==> src/rtl/riscv_lsu_pkg.sv <==
// Shared access-size encodings and alignment helper for the RISC-V load/store unit.
package riscv_lsu_pkg;

    localparam logic [1:0] SIZE_BYTE = 2'b00;
    localparam logic [1:0] SIZE_HALF = 2'b01;
    localparam logic [1:0] SIZE_WORD = 2'b10;

    function automatic logic is_fault(input logic [1:0] size, input logic [1:0] off);
        logic f;
        f = 1'b0;
        case (size)
            SIZE_BYTE: f = 1'b0;
            SIZE_HALF: f = off[0];
            SIZE_WORD: f = (off != 2'b00);
            default:   f = 1'b1;
        endcase
        return f;
    endfunction

endpackage

==> src/rtl/riscv_lsu_align.sv <==
// Byte-lane formatting: store enables/replication and load extraction/extension.
module riscv_lsu_align
    import riscv_lsu_pkg::*;
(
    input  logic [1:0]  st_off,
    input  logic [1:0]  st_size,
    input  logic [31:0] st_data,
    output logic [3:0]  st_be,
    output logic [31:0] st_wdata,
    input  logic [1:0]  ld_off,
    input  logic [1:0]  ld_size,
    input  logic        ld_unsigned,
    input  logic [31:0] ld_raw,
    output logic [31:0] ld_data
);

    logic [31:0] shifted;

    always_comb begin
        st_be    = 4'b1111;
        st_wdata = st_data;
        case (st_size)
            SIZE_BYTE: begin
                st_be    = 4'b0001 << st_off;
                st_wdata = {4{st_data[7:0]}};
            end
            SIZE_HALF: begin
                st_be    = 4'b0011 << st_off;
                st_wdata = {2{st_data[15:0]}};
            end
            default: begin
                st_be    = 4'b1111;
                st_wdata = st_data;
            end
        endcase
    end

    always_comb begin
        shifted = ld_raw >> {ld_off, 3'b000};
        ld_data = ld_raw;
        case (ld_size)
            SIZE_BYTE: ld_data = ld_unsigned ? {24'h0, shifted[7:0]}
                                             : {{24{shifted[7]}}, shifted[7:0]};
            SIZE_HALF: ld_data = ld_unsigned ? {16'h0, shifted[15:0]}
                                             : {{16{shifted[15]}}, shifted[15:0]};
            default:   ld_data = ld_raw;
        endcase
    end

endmodule

==> src/rtl/riscv_lsu.sv <==
// Single-outstanding load/store unit: IDLE accepts, BUS waits for ack or timeout,
// RESP emits a one-cycle completion pulse.
module riscv_lsu
    import riscv_lsu_pkg::*;
#(
    parameter int TIMEOUT_CYCLES = 16
) (
    input  logic        clk_i,
    input  logic        reset_i,
    input  logic        req_valid_i,
    output logic        req_ready_o,
    input  logic [31:0] req_addr_i,
    input  logic [31:0] req_wdata_i,
    input  logic [1:0]  req_size_i,
    input  logic        req_we_i,
    input  logic        req_unsigned_i,
    output logic        rsp_valid_o,
    output logic [31:0] rsp_rdata_o,
    output logic        rsp_err_o,
    output logic [31:0] mem_addr_o,
    output logic [31:0] mem_wdata_o,
    output logic [3:0]  mem_be_o,
    output logic        mem_rd_o,
    output logic        mem_wr_o,
    input  logic        mem_ack_i,
    input  logic [31:0] mem_rdata_i
);

    typedef enum logic [1:0] {
        IDLE = 2'b00,
        BUS  = 2'b01,
        RESP = 2'b10
    } state_t;

    localparam logic [7:0] TO_LAST = 8'(TIMEOUT_CYCLES - 1);

    state_t      state, next;
    logic [31:0] addr_q, wdata_q, rdata_q;
    logic [1:0]  size_q;
    logic        we_q, uns_q, err_q;
    logic [3:0]  be_q;
    logic [7:0]  cnt_q;

    logic        accept, fault, in_bus, expired;
    logic [3:0]  st_be;
    logic [31:0] st_wdata, ld_data;

    riscv_lsu_align u_align (
        .st_off      (req_addr_i[1:0]),
        .st_size     (req_size_i),
        .st_data     (req_wdata_i),
        .st_be       (st_be),
        .st_wdata    (st_wdata),
        .ld_off      (addr_q[1:0]),
        .ld_size     (size_q),
        .ld_unsigned (uns_q),
        .ld_raw      (mem_rdata_i),
        .ld_data     (ld_data)
    );

    assign fault   = is_fault(req_size_i, req_addr_i[1:0]);
    assign expired = (cnt_q == TO_LAST);

    always_ff @(posedge clk_i or posedge reset_i) begin
        if (reset_i) state <= IDLE;
        else         state <= next;
    end

    always_comb begin
        next        = state;
        req_ready_o = 1'b0;
        accept      = 1'b0;
        in_bus      = 1'b0;
        rsp_valid_o = 1'b0;
        unique case (state)
            IDLE: begin
                req_ready_o = !reset_i;
                accept      = req_valid_i && !reset_i;
                if (accept) next = fault ? RESP : BUS;
            end
            BUS: begin
                in_bus = 1'b1;
                if (mem_ack_i || expired) next = RESP;
            end
            RESP: begin
                rsp_valid_o = 1'b1;
                next        = IDLE;
            end
            default: next = IDLE;
        endcase
    end

    always_ff @(posedge clk_i or posedge reset_i) begin
        if (reset_i) begin
            addr_q  <= '0;
            wdata_q <= '0;
            rdata_q <= '0;
            size_q  <= '0;
            we_q    <= 1'b0;
            uns_q   <= 1'b0;
            err_q   <= 1'b0;
            be_q    <= '0;
            cnt_q   <= '0;
        end else if (accept) begin
            addr_q  <= req_addr_i;
            wdata_q <= st_wdata;
            size_q  <= req_size_i;
            we_q    <= req_we_i;
            uns_q   <= req_unsigned_i;
            be_q    <= st_be;
            cnt_q   <= '0;
            rdata_q <= '0;
            err_q   <= fault;
        end else if (in_bus) begin
            // ack wins over an expiring counter
            if (mem_ack_i) begin
                rdata_q <= we_q ? 32'h0 : ld_data;
                err_q   <= 1'b0;
            end else if (expired) begin
                rdata_q <= '0;
                err_q   <= 1'b1;
            end else begin
                cnt_q <= cnt_q + 8'd1;
            end
        end
    end

    assign mem_rd_o    = in_bus && !we_q;
    assign mem_wr_o    = in_bus && we_q;
    assign mem_addr_o  = in_bus ? {addr_q[31:2], 2'b00} : 32'h0;
    assign mem_be_o    = in_bus ? be_q : 4'h0;
    assign mem_wdata_o = in_bus ? wdata_q : 32'h0;
    assign rsp_rdata_o = rsp_valid_o ? rdata_q : 32'h0;
    assign rsp_err_o   = rsp_valid_o && err_q;

endmodule

==> config.mk <==
export PLATFORM = sky130hd
export DESIGN_NAME = riscv_lsu
export DESIGN_NICKNAME = d
export VERILOG_FILES = /design/src/rtl/riscv_lsu_pkg.sv /design/src/rtl/riscv_lsu_align.sv /design/src/rtl/riscv_lsu.sv
export SDC_FILE = /design/constraint.sdc
export NUM_CORES = 1
export LEC_CHECK = 0
export BUFFER_PORTS_ARGS = -buffer_cell sky130_fd_sc_hd__buf_2
export CORE_MARGIN = 3
export CORE_UTILIZATION = 25
export DETAILED_ROUTE_END_ITERATION = 10
export PLACE_DENSITY = 0.48
export SLEW_MARGIN = 0
export SYNTH_ARGS = -nofsm -noshare
export SYNTH_HDL_FRONTEND = slang
export SYNTH_HIERARCHICAL = 1
export SYNTH_SLANG_ARGS = --single-unit
==> constraint.sdc <==
create_clock -name clk_i -period 12.5 [get_ports clk_i]
set_input_delay 3.125 -clock clk_i [delete_from_list [all_inputs] [get_ports clk_i]]
set_output_delay 3.125 -clock clk_i [all_outputs]
set_load 0.005 [all_outputs]
==> results of run 1 <==
-- state kept, by name, indices dropped and copies added (netlist names), 2 cells and up --
register,count
wdata_q,32
state,2
addr_q,32
be_q,4
rdata_q,32
size_q,2
cnt_q,8
-- metal layers --
metal | share of wire | track usage | vias up
li1 | - | - | 3096
met1 | 0.47 | 0.204 | 3065
met2 | 0.45 | 0.232 | 205
met3 | 0.075 | 0.0520 | 14
met4 | 0.0083 | 0.0328 | 4
met5 | 0.0011 | 0 | -
-- cells in the final DEF, fill, tap and decap left out, drive strengths merged, types with 3 or more instances in the layout --
master / netlist / layout
clkinv: 0 / 6
a21oi: 6 / 6
clkbuf: 35 / 19
o31ai: 8 / 8
nand3: 33 / 33
a221oi: 4 / 4
o2bb2ai: 3 / 3
a22oi: 5 / 5
bufinv: 0 / 4
mux2: 22 / 22
o21bai: 3 / 3
a22o: 3 / 3
buf: 38 / 215
nor2b: 3 / 3
nor2: 5 / 5
o21ai: 34 / 34
o211a: 4 / 4
inv: 8 / 8
clkinvlp: 0 / 3
o211ai: 35 / 35
nand2: 296 / 296
nand3b: 36 / 36
nor3: 3 / 3
dfrtp: 115 / 115
nand4: 3 / 3
and2: 100 / 100
mux2i: 16 / 16
-- worst max-delay path: stages --
cell and delay, ns:
buf_2 0.14, nor3_1 0.12, buf_2 0.13
-- worst max path at each step --
stage	from	endpoint	slack, ns	cells after the start
after floorplan	reset_i	req_ready_o	6.09	1
after global placement	reset_i	req_ready_o	5.83	3
after detailed placement	reset_i	req_ready_o	5.84	3
after CTS	reset_i	req_ready_o	5.84	3
after global routing	reset_i	req_ready_o	5.77	3
final	reset_i	req_ready_o	5.85	3
-- logic make-up after synthesis --
logic type,synth area share
and+or+nand+nor,0.351
buffers and inverters,0.0598
adders and majority gates,0.00180
other,0.000539
DFF,0.414
muxes,0.0625
AOI/OAI and AO/OA,0.111
-- final cells by class --
class                   count  area, um^2
fillers                  2959       18400
well taps                 372         465
multi-input cells         641        3700
clock inverters            13         184
flip-flops and latches    115        2880
repair buffers            215        1100
inverters                   8        32.5
clock buffers              19         443
-- where the power goes --
part	switching [mW]	internal (mW)
Combinational	0.217	0.172
Clock	0.191	0.339
Sequential	0.0892	0.489
==> results by group, run 1 <==
Die
  – Ports: approximately 210
  – Die outline height: between 150 and 200 um
  – Die area: slightly below 0.03 mm^2
  – Core ar.: about 0.027 mm^2
  – Initial Util: 0.256
  – Die width: 173 um
  – # rows: 60

Synthesis
  – Yosys top cell by area: dfrtp_1
  – Distinct cells, synth: 51
  – Cell with the most instances after synthesis: nand2_1
  – Synth area leaders: dfrtp_1 (41%), nand2_1 (16%), and2_1 (9.0%)
  – Synth Instances: about 840
  – Mapped cell area: approximately 0.0070 mm^2
  – Synth Register Bits: 115
  – Ys async rst share: 1.00
  – Synthesized area per cell: 8.32 um^2
  – Top_reg_cell synth: dfrtp_1
  – Synth top area share: 0.414
  – YS warnings: 6
  – Synth top cells by count: nand2_1 (296), dfrtp_1 (115), and2_1 (100), nand3b_1 (36), clkbuf_1 (35)
  – EDFF count, synth: 0
  – Sequential fraction of the synthesis area: 0.414

Clock tree
  – Clk Latency, worst-skew pair: 0.41 ns
  – Clock transition at path regs: 0.06 ns
  – Post-cts sizing count: 0
  – Setup Buffers After CTS: 0
  – CTS tree: built
  – Number of buffers added to fix hold violations after cts: 0
  – Root Buffer: clkbuf_16
  – CTS Sinks: around 120
  – # H-tree levels: 4
  – CTS Buffer Depth: 2
  – Inserted Clock Buffers: 17

Routing
  – WL final: between 20 and 25 mm
  – Number of remaining DRC errors: 0
  – Vias per cell: 4.62
  – Routed vias: 6384
  – Drt wl/cell: approximately 16 um
  – TritonRoute pass-1 iters: 4
  – Initial DRC count: 463
  – ANT nets after route: 0

GRT
  – Initial antenna violation count: 2
  – Vias in the first global route: 6265
  – First-pass GRT wire length: about 36 mm
  – Global-route usage over all layers: 0.150
  – Global route overflow: 0
  – Largest net degree at the start of global routing: 84

Flow run
  – MaxCap Viol Count: 0

Finish
  – Design Area, Final: ~0.0088 mm^2
  – Final core utilization: 0.324
  – Share of layout cells above drive strength 1: 0.294
  – Final #Nets: between 1000 and 1500
  – Area Growth Syn to Fin: 26.6%
  – Non-filler cells, final: roughly 1400
  – Ant. Diodes: 0

Setup path
  – Worst Path Arrival: 3.52 ns
  – Worst Setup Path Type: in -> out
  – Crit Path Max Fanout: 5
  – Worst reg2reg path endpoint: rdata_q[18]
  – WP data required: roughly 9.4 ns
  – FF-to-FF setup slack: roughly 9.8 ns
  – CP endpoint kind: output port
  – Startpoint types: input port
  – R2R cell count: 4
  – Crit Reg-Reg Startpoint: state[1]

Placed design
  – HPWL after DPL: 14.9 mm
  – Placer Congestion: 0.858
  – IO Port Bufs: between 200 and 250
  – Placement Setup Slack: 5.84 ns
  – Placed cell count: between 1000 and 1500
  – Area post-placement: between 0.008 and 0.009 mm^2

Timing
  – Final hold vios: 0
  – # setup viols final: 0
  – Final clock skew: just under 0.01 ns
  – Slew @ Worst Pin: approximately 1 ns
  – Setup tns final: 0 ns
  – Final worst slack: approximately 6 ns
  – Hold Worst Slack: 0.463 ns
  – RSZ-0062 raised after global routing: false
  – Fmax: 0.150 GHz
  – Pins Over Slew Limit: 0
  – Crit path time final: ~6.6 ns
  – Period Utilization, post-route: 0.532
  – Slew margin rel.: 0.351

Worst hold path
  – Hold path cells: 2
  – Hold path endpoint: addr_q[4]
  – Tightest Hold Check Type: reg -> reg
  – Hold Crit Start: addr_q[4]

Power
  – Pleak: roughly 4.5 nW
  – Pwr Density: 170 mW/mm^2
  – Total power: 1.50 mW
  – Peak supply drop: between 0.00007 and 0.00008 V

Run status
  – Status: completed
No activity file was read; power rests on OpenSTA's default activity.
==> inputs of run 2 (changes only) <==
--- a/config.mk
+++ b/config.mk
@@ -9,7 +9,7 @@
 export CORE_MARGIN = 3
 export CORE_UTILIZATION = 25
 export DETAILED_ROUTE_END_ITERATION = 10
-export PLACE_DENSITY = 0.48
+export PLACE_DENSITY = 0.49
 export SLEW_MARGIN = 0
 export SYNTH_ARGS = -nofsm -noshare
 export SYNTH_HDL_FRONTEND = slang
==> constraint.sdc (replaced) <==
create_clock -name clk_i -period 6.03 [get_ports clk_i]
set_input_delay 1.5075 -clock clk_i [delete_from_list [all_inputs] [get_ports clk_i]]
set_output_delay 1.5075 -clock clk_i [all_outputs]
set_load 0.005 [all_outputs]
==> run 2 against run 1 <==
  * Hold slack better by 0.0023 ns
  * First-iteration DRC count increased by 2.8%
  * Final cell count is 0.29% higher
  * Count of clock-buffer cells in the layout decreased by 2
  * Clock power grew 100%
  * Non-clock buffer count up 4
  * Routed wire length is 1.2% lower
  * Die area unchanged
==> results by group, run 2 (synthesized netlist as in run 1, its figures left out) <==
Power
  – Pleak: 4.47 nW (+0.15%)
  – Combinational Power Share: 0.263 (+0.003)
  – Part of the power in registers: 0.391 (+0.005)
  – Peak supply drop: 0.000154 V (+110%)
  – Sw power: 1.05 mW (+110%)
  – Clock Power Share: 0.346 (-0.008)
  – Pwr Density: 349 mW/mm^2 (+110%)
  – Sw Share: 0.340 (+0.00844)
  – Total power: 3.07 mW (+110%)
  – P_int: 2.03 mW (+100%)

Routing
  – Routed vias: 6365 (-0.30%)
  – TritonRoute pass-1 iters: 5 (+1)
  – Initial DRC count: 476 (+2.8%)
  – Drt wl/cell: 16.2 um (-1.5%)
  – Number of remaining DRC errors: 0 (unchanged)
  – WL final: 22.5 mm (-1.2%)
  – ANT nets after route: 0 (unchanged)
  – Vias per cell: 4.59 (-0.59%)

Placed design
  – HPWL after DPL: 15.3 mm (+2.1%)
  – Placer Congestion: 0.828 (-3.5%)
  – Placed cell count: 1355 (+0.30%)
  – IO Port Bufs: 206 (unchanged)

Clock tree
  – # H-tree levels: 4 (unchanged)
  – Root Buffer: clkbuf_16
  – CTS Buffer Depth: 2 (unchanged)
  – Clk Latency, worst-skew pair: 0.41 ns (about the same)
  – Post-cts sizing count: 0 (unchanged)
  – Number of buffers added to fix hold violations after cts: 0 (unchanged)
  – Inserted Clock Buffers: 17 (unchanged)
  – CTS Sinks: 115 (unchanged)
  – Clock transition at path regs: 0.06 ns (about the same)
  – Setup Buffers After CTS: 0 (unchanged)
  – CTS tree: built

Finish
  – Top flop regs: addr_q x32, rdata_q x32, wdata_q x32
  – Ant. Diodes: 0 (unchanged)
  – Final #Nets: 1107 (+0.36%)
  – Most frequent cells in the layout: nand2_1 (296), buf_2 (206), dfrtp_1 (115)
  – Reg area: 0.00288 mm^2 (unchanged)
  – Commonest non-fill, non-tap cell in the layout: nand2_1
  – # fillers: 3003 (+1.5%)
  – Share of layout cells above drive strength 1: 0.298 (+0.00377)
  – Area of the multi-input gates: 0.00370 mm^2 (unchanged)
  – Non-filler cells, final: 1387 (+0.29%)
  – Area Growth Syn to Fin: 26.8%
  – Final core utilization: 0.324 (+0.000414)

Setup path
  – Crit Path Max Fanout: 68 (+63)
  – Worst Path Arrival: 2.08 ns (-1.44 ns)
  – CP endpoint kind: output port
  – Crit Reg-Reg Startpoint: addr_q[1]
  – Worst Setup Path Type: reg -> out
  – WP data required: 4.52 ns (-4.86 ns)
  – Startpoint types: flip-flop
  – CP startpoint: state[0]

Run status
  – Status: completed

Timing
  – Final hold vios: 0 (unchanged)
  – Period Utilization, post-route: 0.595
  – Crit path time final: around 3.6 ns
  – Slew @ Worst Pin: 0.758 ns (-0.215 ns)
  – Fmax: approximately 0.28 GHz
  – Hold Worst Slack: 0.466 ns (+0.00228 ns)
  – Slew margin rel.: 0.493 (+0.141)
  – # setup viols final: 0 (unchanged)
  – Final clock skew: 0.0103 ns (+0.000414 ns)
  – Pins Over Slew Limit: 0 (unchanged)
  – Setup tns final: 0 ns (unchanged)
  – RSZ-0062 raised after global routing: false

Die
  – Ports: 209 (unchanged)
  – Die area: 0.0298 mm^2 (unchanged)
  – Initial Util: 0.256 (unchanged)
  – # rows: 60 (unchanged)
  – Die outline height: 173 um (unchanged)
  – Die width: 173 um (unchanged)
  – Core ar.: 0.0272 mm^2 (unchanged)

GRT
  – Global-route usage over all layers: 0.153 (+0.00232)
  – GRT Max-Usage Layer: met2
  – First-pass GRT wire length: 37.1 mm (+2.1%)
  – Met2 usage: 0.235 (+0.00265)
  – Met3 Resource Use GR: 0.0485 (-0.00351)
  – Initial antenna violation count: 2 (unchanged)
  – Vias in the first global route: 6508 (+3.9%)
  – Largest net degree at the start of global routing: 69 (-18%)
  – Global route overflow: 0 (unchanged)
  – Met1 usage: 0.211 (+0.00647)

Worst hold path
  – Hold Crit Start: be_q[0]
  – Tightest Hold Check Type: reg -> reg

Flow run
  – MaxCap Viol Count: 0 (unchanged)
run 2: layout make-up:
type                       count  share of cell area
multi-input combinational    641               0.420
timing repair buffer         219               0.128
inverter                       8             0.00369
clock buffer                  17              0.0483
tap                          372              0.0528
sequential                   115               0.327
clock inverter                15              0.0207
run 2: worst max-delay path: stages (launching register included):
cell	delay [ns]
dfrtp_1	0.57
nor2b_4	0.21
buf_4	0.47
and2_1	0.23
buf_2	0.13
run 2: per-stage QoR:
stage,setup WS [ns],area [um^2]
4_1_cts,2.36,8810
6_report,2.44,8810
5_1_grt,2.25,8810
2_1_floorplan,1.48,6960
3_3_place_gp,2.56,8200
3_5_place_dp,2.60,8200
run 2: path summary, 6_finish.rpt:
kind | endpoint | slack [ns] | cells after the start
worst max-delay path | mem_wdata_o[0] | 2.44 | 4
worst min-delay path | be_q[0] | 0.47 | 2
worst max register to register | rdata_q[24] | 3.74 | 5
worst min register to register | be_q[0] | 0.47 | 2
max in group asynchronous | addr_q[27] | 3.94 | 3
min in group asynchronous | addr_q[13] | 1.14 | 2
run 2: routing by layer:
metal / vias up / share of wire
li1: 3105 / -
met1: 3020 / 0.47
met2: 216 / 0.44
met3: 20 / 0.074
met4: 4 / 0.012
met5: - / 0.0010
run 2: power by group through the flow:
stage | Clock [mW] | Combinational [mW] | Sequential, mW
floorplan | 0 | 0.603 | 1.14
global placement | 0 | 0.802 | 1.20
detailed placement | 0 | 0.818 | 1.21
CTS | 1.10 | 0.819 | 1.20
global route | 1.14 | 0.930 | 1.24
finish | 1.06 | 0.807 | 1.20
==> inputs of run 3 (changes only) <==
--- a/config.mk
+++ b/config.mk
@@ -9,7 +9,7 @@
 export CORE_MARGIN = 3
 export CORE_UTILIZATION = 25
 export DETAILED_ROUTE_END_ITERATION = 10
-export PLACE_DENSITY = 0.49
+export PLACE_DENSITY = 0.48
 export SLEW_MARGIN = 0
 export SYNTH_ARGS = -nofsm -noshare
 export SYNTH_HDL_FRONTEND = slang
==> constraint.sdc (replaced) <==
create_clock -name clk_i -period 3.49 [get_ports clk_i]
set_input_delay 0.8725 -clock clk_i [delete_from_list [all_inputs] [get_ports clk_i]]
set_output_delay 0.8725 -clock clk_i [all_outputs]
set_load 0.005 [all_outputs]
==> run 3 against run 2 <==
  * Critical path depth did not move
  * Critical path type unchanged
  * Die area did not move
  * Clock skew rose by 0.012 ns
  * Count of clock-buffer cells in the layout rose by 4
  * Sequential cell count did not move
  * Non-clock buffer count rose by 3
  * Routed wire length rose by 0.64%
==> results by group, run 3 (synthesized netlist as in run 1, its figures left out) <==
Timing
  – Final worst slack: 0.547 ns (-1.89 ns)
  – Final clock skew: 0.0225 ns (+0.0121 ns)
  – Period Utilization, post-route: 0.843
  – Setup tns final: 0 ns (unchanged)
  – Slew @ Worst Pin: 0.915 ns (+0.156 ns)
  – Fmax: between 0.3 and 0.4 GHz
  – RSZ-0062 raised after global routing: false
  – Crit path time final: ~2.9 ns
  – Final hold vios: 0 (unchanged)
  – # setup viols final: 0 (unchanged)
  – Slew margin rel.: 0.388 (-0.105)
  – Pins Over Slew Limit: 0 (unchanged)

Power
  – Pwr Density: 610 mW/mm^2 (+75%)
  – Pleak: 4.52 nW (+0.99%)
  – Peak supply drop: 0.000255 V (+66%)

Setup path
  – CP endpoint kind: output port
  – Startpoint types: flip-flop
  – Worst Setup Path Type: reg -> out
  – Crit-path slowest cell: dfrtp_1
  – Worst Path Arrival: 2.07 ns (about the same)
  – Crit path cell chain: nor2b_4, buf_4, and2_1, buf_2
  – CP peak stage delay: 0.58 ns (about the same)
  – WP data required: 2.62 ns (-1.90 ns)
  – Crit Path Max Fanout: 68 (unchanged)

Clock tree
  – Root Buffer: clkbuf_16
  – CTS tree: built
  – Clock transition at path regs: 0.06 ns (about the same)
  – Number of buffers added to fix hold violations after cts: 0 (unchanged)
  – Post-cts sizing count: 0 (unchanged)
  – Clk Latency, worst-skew pair: 0.42 ns (about the same)
  – CTS Sinks: 115 (unchanged)
  – # H-tree levels: 4 (unchanged)
  – Inserted Clock Buffers: 17 (unchanged)
  – CTS Buffer Depth: 2 (unchanged)
  – Setup Buffers After CTS: 0 (unchanged)

Finish
  – Most frequent cells in the layout: nand2_1 (296), buf_2 (206), dfrtp_1 (115)
  – Final core utilization: 0.328 (+0.00354)
  – # fillers: 2977 (-0.87%)
  – Top flop regs: addr_q x32, rdata_q x32, wdata_q x32
  – Area Growth Syn to Fin: 28.1%
  – Commonest non-fill, non-tap cell in the layout: nand2_1
  – Share of layout cells above drive strength 1: 0.297 (-0.000585)
  – Final #Nets: 1110 (+0.27%)

Routing
  – Drt wl/cell: 16.3 um (+0.43%)
  – Vias per cell: 4.65 (+1.4%)
  – Routed vias: 6470 (+1.6%)
  – WL final: 22.7 mm (+0.64%)
  – ANT nets after route: 0 (unchanged)
  – Number of remaining DRC errors: 0 (unchanged)
  – TritonRoute pass-1 iters: 5 (unchanged)
  – Initial DRC count: 521 (+9.5%)

GRT
  – First-pass GRT wire length: 36.3 mm (-2.0%)
  – Vias in the first global route: 6413 (-1.5%)
  – Initial antenna violation count: 3 (+1)
  – Global-route usage over all layers: 0.151 (-0.00209)
  – Largest net degree at the start of global routing: 77 (+12%)
  – Global route overflow: 0 (unchanged)

Placed design
  – HPWL after DPL: 15.4 mm (+1.2%)
  – Placement Setup Slack: 0.755 ns (-1.84 ns)
  – IO Port Bufs: 206 (unchanged)
  – Placer Congestion: 0.836 (+0.99%)

Die
  – Ports: 209 (unchanged)
  – Die width: 173 um (unchanged)
  – Die outline height: 173 um (unchanged)
  – Initial Util: 0.256 (unchanged)
  – Die area: 0.0298 mm^2 (unchanged)
  – # rows: 60 (unchanged)
  – Core ar.: 0.0272 mm^2 (unchanged)

Run status
  – Status: completed

Worst hold path
  – Tightest Hold Check Type: reg -> reg

Flow run
  – MaxCap Viol Count: 0 (unchanged)
run 3: cell type report:
cell class	count	area, um^2	share of cell area
antenna	1	2.50	0.000281
clock buffer	21	460	0.0517
clock inverter	10	180	0.0202
inverter	8	33.8	0.00379
multi-input combinational	641	3700	0.415
sequential	115	2880	0.323
tap	372	465	0.0522
timing repair buffer	222	1190	0.133
run 3: worst max-delay path, delay by kind of cell, from the launching register on:
kind | cells | cell delay, ns
and+or+nand+nor | 2 | 0.44
DFF | 1 | 0.58
buffers and inverters | 2 | 0.56
run 3: where the power goes:
part           switching, mW  total (mW)  internal [mW]
clock                  0.646        1.94           1.30
combinational          0.773        1.40          0.630
sequential             0.332        2.08           1.75
run 3: path summary, 6_finish.rpt:
path	startpoint	to	slack [ns]	depth (start not counted)
worst max-delay path	state[0]	mem_addr_o[23]	0.55	4
worst max register to register	addr_q[1]	rdata_q[24]	1.14	5
worst min-delay path	addr_q[22]	addr_q[22]	0.46	2
max in group asynchronous	reset_i	rdata_q[0]	2.03	3
worst min register to register	addr_q[22]	addr_q[22]	0.46	2
min in group asynchronous	reset_i	wdata_q[7]	0.67	2
run 3: routing by layer:
metal  global-route usage  part of all wire  vias up
met5                    0           0.00093        -
met4               0.0395             0.013        4
met3               0.0507             0.080       22
met2                0.225              0.43      239
met1                0.210              0.48     3088
li1                     -                 -     3117
run 3: through the flow:
stage	hold WS, ns	power [mW]	cell area [um^2]	std cells
3_5_place_dp	0.454	3.52	8270	1358
3_3_place_gp	0.451	3.49	8270	1358
4_1_cts	0.468	5.50	8910	1389
6_report	0.463	5.43	8910	1390
2_1_floorplan	0.437	3.01	6960	837
5_1_grt	0.481	5.80	8910	1390
